`config.mk`:
```
export PLATFORM = sky130hd
export DESIGN_NAME = conv_window_feeder
export DESIGN_NICKNAME = d
export VERILOG_FILES = /design/src/rtl/conv1d_pkg.sv /design/src/rtl/window_shift_reg.sv /design/src/rtl/conv_window_feeder.sv
export SDC_FILE = /design/constraint.sdc
export NUM_CORES = 1
export LEC_CHECK = 0
export CAP_MARGIN = 20
export CORE_AREA = 2 2 418 420
export DETAILED_ROUTE_END_ITERATION = 8
export DIE_AREA = 0 0 420 422
export DONT_BUFFER_PORTS = 1
export GPL_TIMING_DRIVEN = 0
export SLEW_MARGIN = 15
export SYNTH_ARGS = -nofsm -noshare
export SYNTH_HDL_FRONTEND = slang
export SYNTH_SLANG_ARGS = --single-unit
```
`constraint.sdc`:
```
create_clock -name clk -period 2.35 [get_ports clk]
set_clock_uncertainty 0.15 [all_clocks]
set_input_delay 0.47 -clock clk [delete_from_list [all_inputs] [get_ports clk]]
set_output_delay 0.47 -clock clk [all_outputs]
set_load 0.05 [all_outputs]
```
`src/rtl/conv1d_pkg.sv`:
```
// Shared types and constants for the 1-D convolution front end and its conv unit.
package conv1d_pkg;

  typedef enum logic [1:0] {FILL, START, RUN, OUT} feeder_state_e;

  localparam int DEF_DATA_WIDTH = 16;
  localparam int DEF_F          = 64;

  // Conv unit needs one cycle per tap plus four pipeline cycles before its result is final.
  function automatic int conv_latency(input int f);
    return f + 4;
  endfunction

endpackage

```
`src/rtl/window_shift_reg.sv`:
```
// F-deep sample shift register; element 0 is the oldest sample, element F-1 the newest.
module window_shift_reg #(
  parameter int DATA_WIDTH = 16,
  parameter int F          = 64
) (
  input  logic                    clk,
  input  logic                    reset,
  input  logic                    shift_en,
  input  logic                    clear,
  input  logic [DATA_WIDTH-1:0]   shift_in,
  output logic [0:F*DATA_WIDTH-1] window
);

  logic [DATA_WIDTH-1:0] elem [F];

  always_ff @(posedge clk or negedge reset) begin
    if (!reset) begin
      for (int k = 0; k < F; k++) elem[k] <= '0;
    end else if (clear) begin
      for (int k = 0; k < F; k++) elem[k] <= '0;
    end else if (shift_en) begin
      for (int k = 0; k < F-1; k++) elem[k] <= elem[k+1];
      elem[F-1] <= shift_in;
    end
  end

  for (genvar k = 0; k < F; k++) begin : g_flat
    assign window[k*DATA_WIDTH +: DATA_WIDTH] = elem[k];
  end

endmodule

```
`src/rtl/conv_window_feeder.sv`:
```
// Builds sliding sample windows, sequences one conv-unit run per window and returns its result.
module conv_window_feeder
  import conv1d_pkg::*;
#(
  parameter int DATA_WIDTH   = DEF_DATA_WIDTH,
  parameter int F            = DEF_F,
  parameter int STRIDE       = 1,
  parameter int CONV_LATENCY = conv_latency(F)
) (
  input  logic                    clk,
  input  logic                    reset,
  input  logic                    in_valid,
  output logic                    in_ready,
  input  logic [DATA_WIDTH-1:0]   in_data,
  input  logic                    in_last,
  output logic [0:F*DATA_WIDTH-1] window,
  output logic                    conv_rst_n,
  input  logic [DATA_WIDTH-1:0]   conv_result,
  output logic                    out_valid,
  input  logic                    out_ready,
  output logic [DATA_WIDTH-1:0]   out_data,
  output logic                    out_last
);

  localparam int FW = $clog2(F + 1);
  localparam int CW = $clog2(CONV_LATENCY + 1);
  localparam logic [FW-1:0] F_CNT      = FW'(F);
  localparam logic [FW-1:0] STRIDE_CNT = FW'(STRIDE);
  localparam logic [FW-1:0] ONE_F      = FW'(1);
  localparam logic [CW-1:0] RUN_LAST   = CW'(CONV_LATENCY - 1);
  localparam logic [CW-1:0] ONE_C      = CW'(1);

  feeder_state_e state;
  logic [FW-1:0] fill;
  logic [FW-1:0] need;
  logic [CW-1:0] cnt;
  logic          last_pend;
  logic          accept;
  logic          completes;
  logic          discard;

  // in_ready is only ever high in FILL, so accept implies FILL.
  assign accept    = in_valid && in_ready;
  assign completes = accept && (need == ONE_F);
  assign discard   = accept && in_last && !completes;

  window_shift_reg #(
    .DATA_WIDTH(DATA_WIDTH),
    .F         (F)
  ) u_window (
    .clk     (clk),
    .reset   (reset),
    .shift_en(accept),
    .clear   (discard),
    .shift_in(in_data),
    .window  (window)
  );

  always_ff @(posedge clk or negedge reset) begin
    if (!reset) begin
      state      <= FILL;
      fill       <= '0;
      need       <= F_CNT;
      cnt        <= '0;
      last_pend  <= 1'b0;
      in_ready   <= 1'b0;
      conv_rst_n <= 1'b0;
      out_valid  <= 1'b0;
      out_data   <= '0;
      out_last   <= 1'b0;
    end else begin
      case (state)
        FILL: begin
          in_ready <= 1'b1;
          if (accept) begin
            if (fill != F_CNT) fill <= fill + ONE_F;
            if (completes) begin
              need      <= '0;
              last_pend <= in_last;
              in_ready  <= 1'b0;
              state     <= START;
            end else if (in_last) begin
              // Frame ended before a full window: drop the partial window.
              fill <= '0;
              need <= F_CNT;
            end else begin
              need <= need - ONE_F;
            end
          end
        end
        START: begin
          cnt        <= RUN_LAST;
          conv_rst_n <= 1'b1;
          state      <= RUN;
        end
        RUN: begin
          if (cnt == '0) begin
            out_data   <= conv_result;
            out_last   <= last_pend;
            out_valid  <= 1'b1;
            conv_rst_n <= 1'b0;
            state      <= OUT;
          end else begin
            cnt <= cnt - ONE_C;
          end
        end
        OUT: begin
          if (out_ready) begin
            out_valid <= 1'b0;
            in_ready  <= 1'b1;
            state     <= FILL;
            if (last_pend) begin
              fill <= '0;
              need <= F_CNT;
            end else begin
              need <= STRIDE_CNT;
            end
          end
        end
        default: state <= FILL;
      endcase
    end
  end

  stride_legal: assert property (@(posedge clk) disable iff (!reset)
                                 (STRIDE >= 1 && STRIDE <= F));

endmodule
```
Word level (Yosys, flattened, before mapping)
Index checks and enable logic that the tools add are counted.
{"block": "totals", "out_inout_bits": 1044, "wordCells": 127, "inputBits": 37, "ff_bits": 1061}
{"block": "op_classes", "n_addsub": 2, "n_eq_ne": 9, "reduce_logical": 19, "muxes": 24}
{"op": "$mux 1024", "count": 2}
{"op": "$mux 7", "count": 6}
{"op": "$pmux 7 s2", "count": 2}
{"op": "$sub 7x1->7 const B", "count": 2}
{"op": "$ne 2x2->1 const B", "count": 5}
{"op": "$reduce_and 3->1", "count": 3}
{"op": "$mux 2", "count": 4}
{"op": "$pmux 2 s4", "count": 1}
{"op": "$reduce_and 2->1", "count": 4}
{"op": "$reduce_bool 2->1", "count": 4}
{"op": "$eq 7x1->1 const B", "count": 1}
{"op": "$logic_not 7->1", "count": 1}
{"op": "$mux 1", "count": 6}
{"op": "$pmux 1 s2", "count": 3}
{"op": "$eq 2x2->1 const B", "count": 2}
{"op": "$logic_and 1x1->1", "count": 4}
{"op": "$reduce_and 4->1", "count": 1}
{"op": "$eq 2x1->1 const B", "count": 1}
{"op": "$logic_not 2->1", "count": 1}
{"op": "$logic_not 1->1", "count": 1}

Logic depth before layout (Yosys ltp)
Gate-level depths: netlist of run 1.
{"block": "logic_depth", "depth_word": 5, "depth_mapped": 9}

Hierarchy
From an unflattened synthesis of run 1, not the netlist that was laid out.
{"block": "hier_totals", "cells_unflattened": 3458, "hier_area_um2": 43017.5}
{"module": "window_shift_reg", "seq_area_each_um2": 25624.6, "cells_per_inst": 3300, "n_inst": 1, "area_each_um2": 41126.9}
{"module": "conv_window_feeder", "seq_area_each_um2": 927.1, "cells_per_inst": 158, "n_inst": 1, "area_each_um2": 1890.6}

Worst setup path after synthesis of run 1
OpenSTA, ideal clock, no wires.
{"block": "synth_timing", "path_kind": "register -> register", "start": "reg in_ready", "end": "reg u_window.elem, in the netlist u_window.window[241]", "setup_time_ns": 0.067, "n_path_buf": 3, "stages_incl_launch_ff": 6, "arrival_ns": 1.858, "required_time_ns": 2.133, "setup_slack_ns": 0.275, "cell_sequence": "dfrtp_1 > nand2_1 > clkbuf_1 > clkbuf_1 > clkbuf_1 > a22o_1"}
{"block": "synth_via", "elab_chain_len": 5, "elab_cells_between_ends": 7, "cone_classes": "mux (1); reduce/logical (6)"}
{"element": "start, declared", "line": "conv_window_feeder.sv:13", "text": "output logic in_ready,"}
{"element": "start signal, assigned", "line": "conv_window_feeder.sv:66", "text": "in_ready <= 1'b0;"}
{"element": "start signal, assigned", "line": "conv_window_feeder.sv:74", "text": "in_ready <= 1'b1;"}
{"element": "start signal, assigned", "line": "conv_window_feeder.sv:80", "text": "in_ready <= 1'b0;"}
{"element": "$logic_and 1x1->1 *", "line": "conv_window_feeder.sv:43", "text": "assign accept = in_valid && in_ready;"}
{"element": "$logic_and 1x1->1", "line": "conv_window_feeder.sv:44", "text": "assign completes = accept && (need == ONE_F);"}
{"element": "$logic_not 1->1", "line": "conv_window_feeder.sv:45", "text": "assign discard = accept && in_last && !completes;"}
{"element": "$logic_and 1x1->1", "line": "conv_window_feeder.sv:45"}
{"element": "$mux 1024 or $reduce_bool 2->1 (tied branches)"}
{"element": "end signal, assigned by index", "line": "window_shift_reg.sv:23", "text": "elem[F-1] <= shift_in;"}
{"element": "end, declared", "line": "window_shift_reg.sv:14", "text": "logic [DATA_WIDTH-1:0] elem [F];"}
Every way passes the cells marked *; elsewhere a longest branch is shown, timed or not.
A chain may end at the register's enable or synchronous reset.

Worst setup path after layout of run 1
{"block": "layout_timing", "start": "reg u_window.elem, in the netlist u_window.window[529]", "end": "out window[529] (netlist bit)"}
{"element": "end, declared", "line": "conv_window_feeder.sv:16", "text": "output logic [0:F*DATA_WIDTH-1] window,"}
No word-level cell between the ends.

==> flow_metrics.py, run 1 <==
metrics = {
    "outcome": {
        "outcome": "finished, violations left",
        "violations": "negative hold slack",
    },
    "global_routing": {
        "grt_pass1_vias": 23800,
        "overflow": 0,
        "antenna_found_initial": 4,
        "gr-usage-all-layers_pct": 17.2,
        "grt_max_degree": 1062,
        "grt_pass1_wl_um": 215000,
    },
    "yosys": {
        "ys_ff_latch": 1061,
        "ys_top_cells_by_count": "dfrtp_1, a22o_1, clkbuf_1",
        "synth_top_flop_cell": "dfrtp_1",
        "synth_cells": 2427,
        "seq_area_frac_synth_pct": 70.9,
        "yosys-top-cells-area": "dfrtp_1, a22o_1, buf_2",
        "synth_edf_count": 0,
        "yosys.cell_types.count": 51,
        "yosys.area.top_type": "dfrtp_1",
        "synth_nets": 2471,
        "synth_warnings": 0,
        "synth.most_common_cell": "dfrtp_1",
        "ys_async_sr_fraction_pct": 100,
        "synth_top_area_share_pct": 70.9,
        "syn_area_per_cell_um2": 15.4,
        "syn_area_um2": 37400,
    },
    "route": {
        "ant_nets": 0,
        "drt-pass1-iter-count": 5,
        "post-route-drc-count": 0,
        "viasPerCell": 4.92,
        "vias": 24700,
        "wl_um": 159000,
        "drt_iter0_drc": 1959,
        "wl_per_cell_um": 31.7,
    },
    "finish": {
        "multi_input_area_um2": 9880,
        "final_nets": 2634,
        "drive_gt1_share_pct": 16.0,
        "final_area_um2": 45500,
        "layout.cells.non_filler": 5007,
        "finish.utilization_pct": 26.3,
        "nFillCells": 17600,
        "area_growth_pct": 21.5,
        "regArea_um2": 26600,
    },
    "critical_path": {
        "end_kind": "output pin",
        "r2r-start": "need[1]",
        "crit_arrival_ns": 1.66,
        "rr_endpoint": "u_window.window[7]",
        "critical_path_peak_fanout": 3,
        "cp.required_ns": 1.73,
        "critPathLaunchType": "flop",
        "rrSetupSlack_ns": 0.10,
        "cp_num_cells": 0,
        "r2r_cells": 9,
        "crit_type": "reg2out",
    },
    "clock_tree": {
        "htree_levels": 3,
        "cts_buffers": 109,
        "path_clk_slew_ns": 0.07,
        "clock-sinks": 1061,
        "cts_tree": "yes",
        "cts-hold-fix-buffers": 35,
        "clk_latency_ns": 0.75,
        "ctsLongestPathBuffers": 3,
        "root_buffer": "clkbuf_16",
    },
    "place": {
        "portBuffers": 0,
        "dpl_cell_area_um2": 40400,
        "place_ws_ns": -1.80,
        "gp_congestion": 0.960,
        "dp_cells": 4755,
        "post-dp-hpwl_um": 124000,
    },
    "die": {
        "dieArea_um2": 177000,
        "coreArea_um2": 173000,
        "start_util_pct": 21.7,
        "die_y_um": 422,
        "ioPinCount": 1081,
        "die_w_um": 420,
        "rows": 153,
    },
    "timing": {
        "fmax_mhz": 439,
        "finalCritPeriodShare_pct": 96.9,
        "layout_min_cycle_time_ns": 2.28,
        "totalNegativeSetupSlack_ns": 0,
        "worst_pin_slew_ns": 0.924,
        "setup_slack_ns": 0.0729,
        "hold-worst-slack_ns": -0.739,
        "drv_slew": 0,
        "finalHoldViolCount": 401,
        "maxSlewHeadroom_pct": 38.4,
        "setup_viol": 0,
        "rsz0062_at_grt": "true",
    },
    "job": {
        "maxCapViolCount": 0,
    },
    "pwr": {
        "vdd_ir_drop_max_mv": 0.588,
        "power_density_nw_per_um2": 916,
        "leakagePower_nw": 21.4,
    },
    "worst_hold_path": {
        "holdCritPathClass": "in2async",
    },
}
cells by family after synthesis:
group | after synthesis | share of synthesized area (%)
buffers and inverters | 237 | 2.76
AOI/OAI and AO/OA | 1049 | 24.5
DFF | 1061 | 70.9
xor gates and xnor gates | 5 | 0.117
muxes | 23 | 0.779
and+or+nand+nor | 45 | 0.665
adders and majority gates | 7 | 0.234
worst register-to-register path, delay by kind of cell, from the launching register on:
| kind | cells | cell delay (ns) |
|---|---|---|
| flops | 1 | 0.39 |
| buf+inv | 4 | 0.72 |
| compound gates | 2 | 0.46 |
| simple gates | 2 | 0.34 |
| fa+ha+maj | 1 | 0.14 |
repair_timing:
action                                   CTS  global route
resized for setup                        182           166
pin swaps                                  1             1
gates cloned                               0             3
endpoints found under the setup margin  1060          1137
hold endpoints to repair                1104           401
buffers inserted                           2             3
worst max path at each step:
stage                           endpoint  slack [ns]            startpoint
finish                       window[529]        0.07  u_window.window[529]
global route        u_window.window[494]       -0.02               need[1]
CTS                 u_window.window[681]      -0.007               need[1]
detailed placement  u_window.window[886]       -1.80              in_ready
global placement    u_window.window[826]       -2.00              in_ready
floorplan           u_window.window[241]        0.27              in_ready
stage by stage:
step                      hold slack [ns]  total power, mW
after floorplan                    0.0244             22.5
after global placement             0.0440             23.6
after detailed placement           0.0479             23.7
after CTS                          -0.819             41.4
after global routing               -0.819             43.2
final                              -0.739             41.6
power by group:
| part | switching (mW) | total [mW] | internal [mW] | leakage (nW) |
|---|---|---|---|---|
| sequential | 1.66 | 20.3 | 18.7 | 14.7 |
| combinational | 2.49 | 3.78 | 1.30 | 4.93 |
| clock | 7.61 | 17.5 | 9.90 | 1.80 |
| total | 11.8 | 41.6 | 29.9 | 21.4 |
registers in the layout (all words and copies together) (netlist names):
register and flops:
out_data 16, out_valid 1, in_ready 1, cnt 7, last_pend 1, need 7
state 2, conv_rst_n 1, u_window.window 1024, out_last 1
cells in the final DEF (no fill, tap or decap), types with 10 or more instances in the layout:
cell           instances
clkbuf_2              36
a22o_1              1026
clkbuf_8              28
dfrtp_1             1018
nor2_1                12
buf_6                 40
dfrtp_2               41
inv_1                 10
clkbuf_16            114
mux2_4                10
clkbuf_1              88
buf_4                 48
dlygate4sd3_1         35
clkbuf_4              24
clkinv_2              20
final cells by class:
class	count	share of cell area (%)
Sequential cell	1061	58.5
Multi-Input combinational cell	1129	21.7
Clock buffer	157	6.97
Tap cell	2325	6.40
Buffer	227	3.74
Timing Repair Buffer	52	1.48
Clock inverter	44	1.07
Inverter	10	0.0826
Antenna cell	2	0.0110
metal layers:
metal / routed length [µm] / track usage [%] / vias to the layer above
met2: 80300 / 30.1 / 1333
met5: 13 / 0 / -
met1: 54300 / 18.3 / 13100
met3: 14100 / 5.33 / 307
li1: - / - / 9890
met4: 10200 / 9.36 / 2
Power figures use the tool's default switching activity.
==> inputs of run 2 (changes only) <==
--- a/config.mk
+++ b/config.mk
@@ -11,6 +11,8 @@
 export DIE_AREA = 0 0 420 422
 export DONT_BUFFER_PORTS = 1
 export GPL_TIMING_DRIVEN = 0
+export HOLD_SLACK_MARGIN = 0.05
+export MAX_ROUTING_LAYER = met4
 export SLEW_MARGIN = 15
 export SYNTH_ARGS = -nofsm -noshare
 export SYNTH_HDL_FRONTEND = slang
==> run 2 against run 1 <==
Compared with the run above: the run still ends with negative hold slack left; critical path depth up 8; final cell count up 0.24%; sequential share of layout area down 0.32 points; register-to-register slack worse by 0.06 ns; combinational power up 2%; sequential cell count unchanged; sequential power about the same.
==> flow_metrics.py, run 2 (synthesis gave the netlist of run 1 again) <==
metrics = {
    "timing": {
        "maxSlewHeadroom_pct": 37.7,
        "finalHoldViolCount": 244,
        "totalNegativeSetupSlack_ns": 0,
        "drv_slew": 0,
        "setup_viol": 0,
        "rsz0062_at_grt": "true",
        "hold-worst-slack_ns": -0.746,
        "worst_pin_slew_ns": 0.935,
        "finalCritPeriodShare_pct": 98.3,
        "fmax_mhz": 433,
        "setup_slack_ns": 0.0402,
        "layout_min_cycle_time_ns": 2.31,
    },
    "route": {
        "vias": 24800,
        "ant_nets": 0,
        "wl_per_cell_um": 32.2,
        "post-route-drc-count": 0,
        "drt-pass1-iter-count": 5,
        "viasPerCell": 4.94,
        "wl_um": 161000,
        "drt_iter0_drc": 1923,
    },
    "pwr": {
        "clkPwrFrac_pct": 42.7,
        "p_total_mw": 42.3,
        "vdd_ir_drop_max_mv": 0.719,
        "sequentialPowerShare_pct": 48.1,
        "comb_power_share_pct": 9.2,
        "leakagePower_nw": 21.5,
        "power_density_nw_per_um2": 925,
        "p_int_mw": 30.4,
        "switching_share_pct": 28.1,
        "netSwitchingPower_mw": 11.9,
    },
    "die": {
        "start_util_pct": 21.7,
        "die_w_um": 420,
        "ioPinCount": 1081,
        "dieArea_um2": 177000,
        "rows": 153,
        "coreArea_um2": 173000,
        "die_y_um": 422,
    },
    "critical_path": {
        "end_kind": "flop",
        "slowest_stage": "dlygate4sd3_1",
        "cp.required_ns": 2.81,
        "crit_type": "reg2reg",
        "critPathLaunchType": "flop",
        "critical_path_peak_fanout": 3,
        "path_cells": "inv_1 > ha_1 > nor3b_4 > buf_4 > nand3_1 > a2bb2oi_1 > dlygate4sd3_1 > a21oi_1",
        "critPathMaxStageDelay_ns": 0.57,
        "crit_arrival_ns": 2.77,
    },
    "finish": {
        "finish.utilization_pct": 26.4,
        "largest_reg_flops": 1024,
        "layout.cells.non_filler": 5019,
        "drive_gt1_share_pct": 16.5,
        "final_nets": 2642,
        "diodes": 0,
        "area_growth_pct": 22.1,
        "final_area_um2": 45700,
        "nFillCells": 17600,
        "layout_commonest_cell": "a22o_1",
        "layout_common_cells": "a22o_1, dfrtp_1, clkbuf_16",
    },
    "clock_tree": {
        "clock-sinks": 1061,
        "clk_latency_ns": 0.74,
        "path_clk_slew_ns": 0.06,
        "htree_levels": 3,
        "cts-hold-fix-buffers": 37,
        "cts_buffers": 112,
        "ctsLongestPathBuffers": 3,
        "cts_tree": "yes",
        "root_buffer": "clkbuf_16",
    },
    "place": {
        "dp_cells": 4754,
        "place_ws_ns": -1.71,
        "dpl_cell_area_um2": 40400,
        "portBuffers": 0,
        "gp_congestion": 0.965,
        "post-dp-hpwl_um": 124000,
    },
    "worst_hold_path": {
        "holdCritPathClass": "in2async",
    },
    "global_routing": {
        "antenna_found_initial": 2,
        "gr-usage-all-layers_pct": 17.9,
        "grt_pass1_wl_um": 217000,
        "grt_max_degree": 1062,
        "overflow": 0,
        "grt_pass1_vias": 23900,
    },
    "job": {
        "maxCapViolCount": 0,
    },
    "outcome": {
        "violations": "negative hold slack",
        "outcome": "finished, violations left",
    },
}
## run 2: worst max-delay path: cells and delay by family, from the launching register on
kind | cells | cell delay [ns]
compound gates | 2 | 0.25
fa+ha+maj | 1 | 0.15
buf+inv | 3 | 0.82
flops | 1 | 0.39
simple gates | 2 | 0.41
## run 2: power by group through the flow
stage | logic [mW] | clock network, mW | registers, mW
after floorplan | 2.06 | 0 | 20.4
after global placement | 2.99 | 0 | 20.6
after detailed placement | 3.03 | 0 | 20.7
after CTS | 3.29 | 18.4 | 20.3
after global routing | 4.23 | 19.2 | 20.4
final | 3.87 | 18.1 | 20.3
## run 2: repair_timing
item / in CTS / in global routing
gates cloned: 0 / 7
buffers inserted: 3 / 2
endpoints found under the setup margin: 1059 / 1256
resized for setup: 186 / 145
pin swaps: 0 / 1
hold endpoints to repair: 1105 / 217
## run 2: path summary, 6_finish.rpt
path | from | endpoint | slack, ns | depth (start not counted)
hold / removal | reset | u_window.window[575] | -0.75 | 0
setup reg to reg | need[1] | need[0] | 0.04 | 8
hold reg to reg | cnt[0] | cnt[0] | 0.38 | 1
max in group asynchronous | reset | u_window.window[361] | 0.36 | 4
setup / recovery | need[1] | need[0] | 0.04 | 8
min in group clk | in_valid | need[2] | 0.16 | 4
## run 2: layer usage
| layer | up-vias | GRT usage (%) | part of all wire (%) |
|---|---|---|---|
| met4 | 0 | 8.69 | 5.3 |
| li1 | 9904 | - | - |
| met1 | 13300 | 18.8 | 34 |
| met5 | - | - | 0 |
| met3 | 292 | 5.37 | 8.6 |
| met2 | 1296 | 30.6 | 52 |
## run 2: final cells by class
class                           instances  area, µm²  area share [%]
Buffer                                227       1710            3.73
Inverter                               10       37.5          0.0821
Sequential cell                      1061      26600            58.2
Clock buffer                          165       3270            7.16
Multi-Input combinational cell       1129       9870            21.6
Clock inverter                         45        510            1.12
Tap cell                             2325       2910            6.36
Timing Repair Buffer                   57        801            1.75
==> inputs of run 3 (changes only) <==
--- a/config.mk
+++ b/config.mk
@@ -5,10 +5,11 @@
 export SDC_FILE = /design/constraint.sdc
 export NUM_CORES = 1
 export LEC_CHECK = 0
+export ABC_AREA = 1
 export CAP_MARGIN = 20
-export CORE_AREA = 2 2 418 420
+export CORE_AREA = 2 2 425 427
 export DETAILED_ROUTE_END_ITERATION = 8
-export DIE_AREA = 0 0 420 422
+export DIE_AREA = 0 0 427 429
 export DONT_BUFFER_PORTS = 1
 export GPL_TIMING_DRIVEN = 0
 export HOLD_SLACK_MARGIN = 0.05
==> constraint.sdc (replaced) <==
create_clock -name clk -period 2 [get_ports clk]
set_clock_uncertainty 0.15 [all_clocks]
set_input_delay 0.4 -clock clk [delete_from_list [all_inputs] [get_ports clk]]
set_output_delay 0.4 -clock clk [all_outputs]
set_load 0.05 [all_outputs]
==> run 3 against run 2 <==
Compared with the run above: clock-buffer cell count fell by 9; final cell count rose by 23%; fmax rose by 3.5%; final area rose by 6.6%; first-iteration DRC count rose by 20%; core utilization rose by 0.94 points; the run ends with negative hold slack, negative setup slack left.
==> flow_metrics.py, run 3 <==
metrics = {
    "clock_tree": {
        "clk_latency_ns": 0.75,
        "ctsLongestPathBuffers": 3,
        "clock-sinks": 1061,
        "cts-hold-fix-buffers": 35,
        "cts_buffers": 113,
        "path_clk_slew_ns": 0.07,
        "htree_levels": 3,
        "root_buffer": "clkbuf_16",
        "cts_tree": "yes",
    },
    "yosys": {
        "synth_cells": 3547,
        "yosys.area.top_type": "dfrtp_1",
        "ys_top_cells_by_count": "dfrtp_1, inv_1, o22ai_1",
        "synth_nets": 3591,
        "syn_area_um2": 38800,
        "seq_area_frac_synth_pct": 68.5,
        "ys_async_sr_fraction_pct": 100,
        "synth_warnings": 0,
        "synth_top_area_share_pct": 68.4,
        "yosys.cell_types.count": 29,
        "ys_ff_latch": 1061,
        "syn_area_per_cell_um2": 10.9,
        "synth_top_flop_cell": "dfrtp_1",
        "synth_edf_count": 0,
        "synth.most_common_cell": "dfrtp_1",
        "yosys-top-cells-area": "dfrtp_1, o22ai_1, inv_1",
    },
    "timing": {
        "finalCritPeriodShare_pct": 112,
        "rsz0062_at_grt": "true",
        "worst_pin_slew_ns": 0.895,
        "hold-worst-slack_ns": -0.811,
        "fmax_mhz": 448,
        "layout_min_cycle_time_ns": 2.23,
        "setup_slack_ns": -0.231,
        "maxSlewHeadroom_pct": 40.3,
        "setup_viol": 1178,
        "drv_slew": 0,
        "finalHoldViolCount": 382,
    },
    "finish": {
        "drive_gt1_share_pct": 13.9,
        "layout_commonest_cell": "inv_1",
        "regArea_um2": 26600,
        "area_growth_pct": 25.7,
        "nFillCells": 18600,
        "layout_common_cells": "inv_1, dfrtp_1, o22ai_1",
        "diodes": 0,
        "final_area_um2": 48800,
        "final_nets": 3794,
        "largest_reg_flops": 1024,
        "multi_input_area_um2": 7670,
    },
    "critical_path": {
        "rrSetupSlack_ns": -0.23,
        "path_cells": "nand2_8 > inv_6 > buf_12 > a21oi_4 > buf_12 > buf_16 > buf_12 > buf_4 > o22ai_1",
        "critical_path_peak_fanout": 10,
        "r2r_cells": 9,
        "crit_type": "reg2reg",
        "slowest_stage": "dfrtp_4",
        "critPathLaunchType": "flop",
        "end_kind": "flop",
        "critPathMaxStageDelay_ns": 0.60,
        "cpMostUsedCell": "buf_12",
        "crit_family": "buffers and inverters",
        "r2r-start": "in_ready",
        "crit_arrival_ns": 2.68,
        "cp.required_ns": 2.45,
        "crit_buf_inv": 6,
        "rr_endpoint": "u_window.window[198]",
        "cp_num_cells": 9,
    },
    "route": {
        "vias": 29200,
        "drt_iter0_drc": 2298,
        "post-route-drc-count": 0,
        "viasPerCell": 4.72,
        "ant_nets": 0,
        "wl_um": 188000,
        "wl_per_cell_um": 30.4,
        "drt-pass1-iter-count": 5,
    },
    "pwr": {
        "power_density_nw_per_um2": 1060,
        "vdd_ir_drop_max_mv": 0.658,
        "p_total_mw": 51.6,
        "leakagePower_nw": 20.9,
    },
    "place": {
        "portBuffers": 0,
        "gp_congestion": 0.987,
        "dpl_cell_area_um2": 41700,
        "post-dp-hpwl_um": 145000,
    },
    "global_routing": {
        "grt_max_degree": 1062,
        "overflow": 0,
        "antenna_found_initial": 1,
        "grt_pass1_vias": 29000,
        "grt_pass1_wl_um": 251000,
        "gr-usage-all-layers_pct": 20.3,
    },
    "die": {
        "die_w_um": 427,
        "die_y_um": 429,
        "ioPinCount": 1081,
        "start_util_pct": 21.8,
        "rows": 155,
        "coreArea_um2": 178000,
        "dieArea_um2": 183000,
    },
    "worst_hold_path": {
        "holdCritPathClass": "in2async",
    },
    "outcome": {
        "outcome": "finished, violations left",
        "violations": "negative hold slack, negative setup slack",
    },
    "job": {
        "maxCapViolCount": 0,
    },
}
-- run 3: worst register-to-register path, delay by kind of cell (launching register included) --
kind	cells	cell delay, ns
AND/OR/NAND/NOR	1	0.14
AO/OA/AOI/OAI	2	0.26
flip-flops	1	0.60
buffers and inverters	6	0.95
-- run 3: power breakdown --
group	internal (mW)	switching [mW]	leakage [nW]
registers	21.9	1.71	14.7
logic	1.89	3.45	4.29
clock network	13.2	9.36	1.90
total	37.0	14.5	20.9
-- run 3: through the flow --
stage | setup slack [ns] | instances | setup TNS (ns) | hold slack (ns) | util (%)
6_report | -0.231 | 6191 | -108.54 | -0.811 | 27.4
5_1_grt | -0.293 | 6191 | -196.40 | -0.883 | 27.4
4_1_cts | -0.212 | 6169 | -195.42 | -0.879 | 26.8
3_5_place_dp | -1.45 | 5903 | -1070.20 | -0.0249 | 23.4
3_3_place_gp | -1.83 | 5902 | -1054.07 | -0.0176 | 23.4
2_1_floorplan | 0.0734 | 3547 | 0 | -0.0456 | -
-- run 3: routing by layer --
layer	part of all wire, %	global-route usage [%]
met5	0	-
met4	4.9	8.44
met3	8.1	5.83
met2	52	35.2
met1	35	21.5
-- run 3: area by class of cell --
| class | count | share of cell area (%) |
|---|---|---|
| sequential | 1061 | 54.6 |
| multi-input combinational | 1216 | 15.7 |
| inverter | 1041 | 8.03 |
| clock buffer | 156 | 6.61 |
| tap | 2355 | 6.04 |
| buffer | 229 | 4.78 |
| timing repair buffer | 88 | 2.74 |
| clock inverter | 45 | 1.46 |
-- run 3: worst max-delay path by stage --
| stage | startpoint | end | slack (ns) |
|---|---|---|---|
| after floorplan | in_ready | u_window.window[433] | 0.07 |
| after global routing | in_ready | u_window.window[198] | -0.29 |
| after global placement | in_ready | u_window.window[665] | -1.83 |
| after detailed placement | in_ready | u_window.window[898] | -1.45 |
| after CTS | in_ready | u_window.window[478] | -0.21 |
| final | in_ready | u_window.window[198] | -0.23 |
-- run 3: kinds of logic after synthesis --
logic type	Yosys count	share of synthesized area, %
compound gates	1042	16.7
xor+xnor	5	0.113
fa+ha+maj	7	0.226
buf+inv	1270	12.8
flops	1061	68.5
simple gates	162	1.70
-- run 3: what timing repair did --
action	4_1_cts	5_1_grt
hold endpoints to repair	1111	382
buffers inserted	19	10
gates resized for setup	403	209
setup endpoints to repair	2091	2328
cloned	11	8
pin swaps	4	3
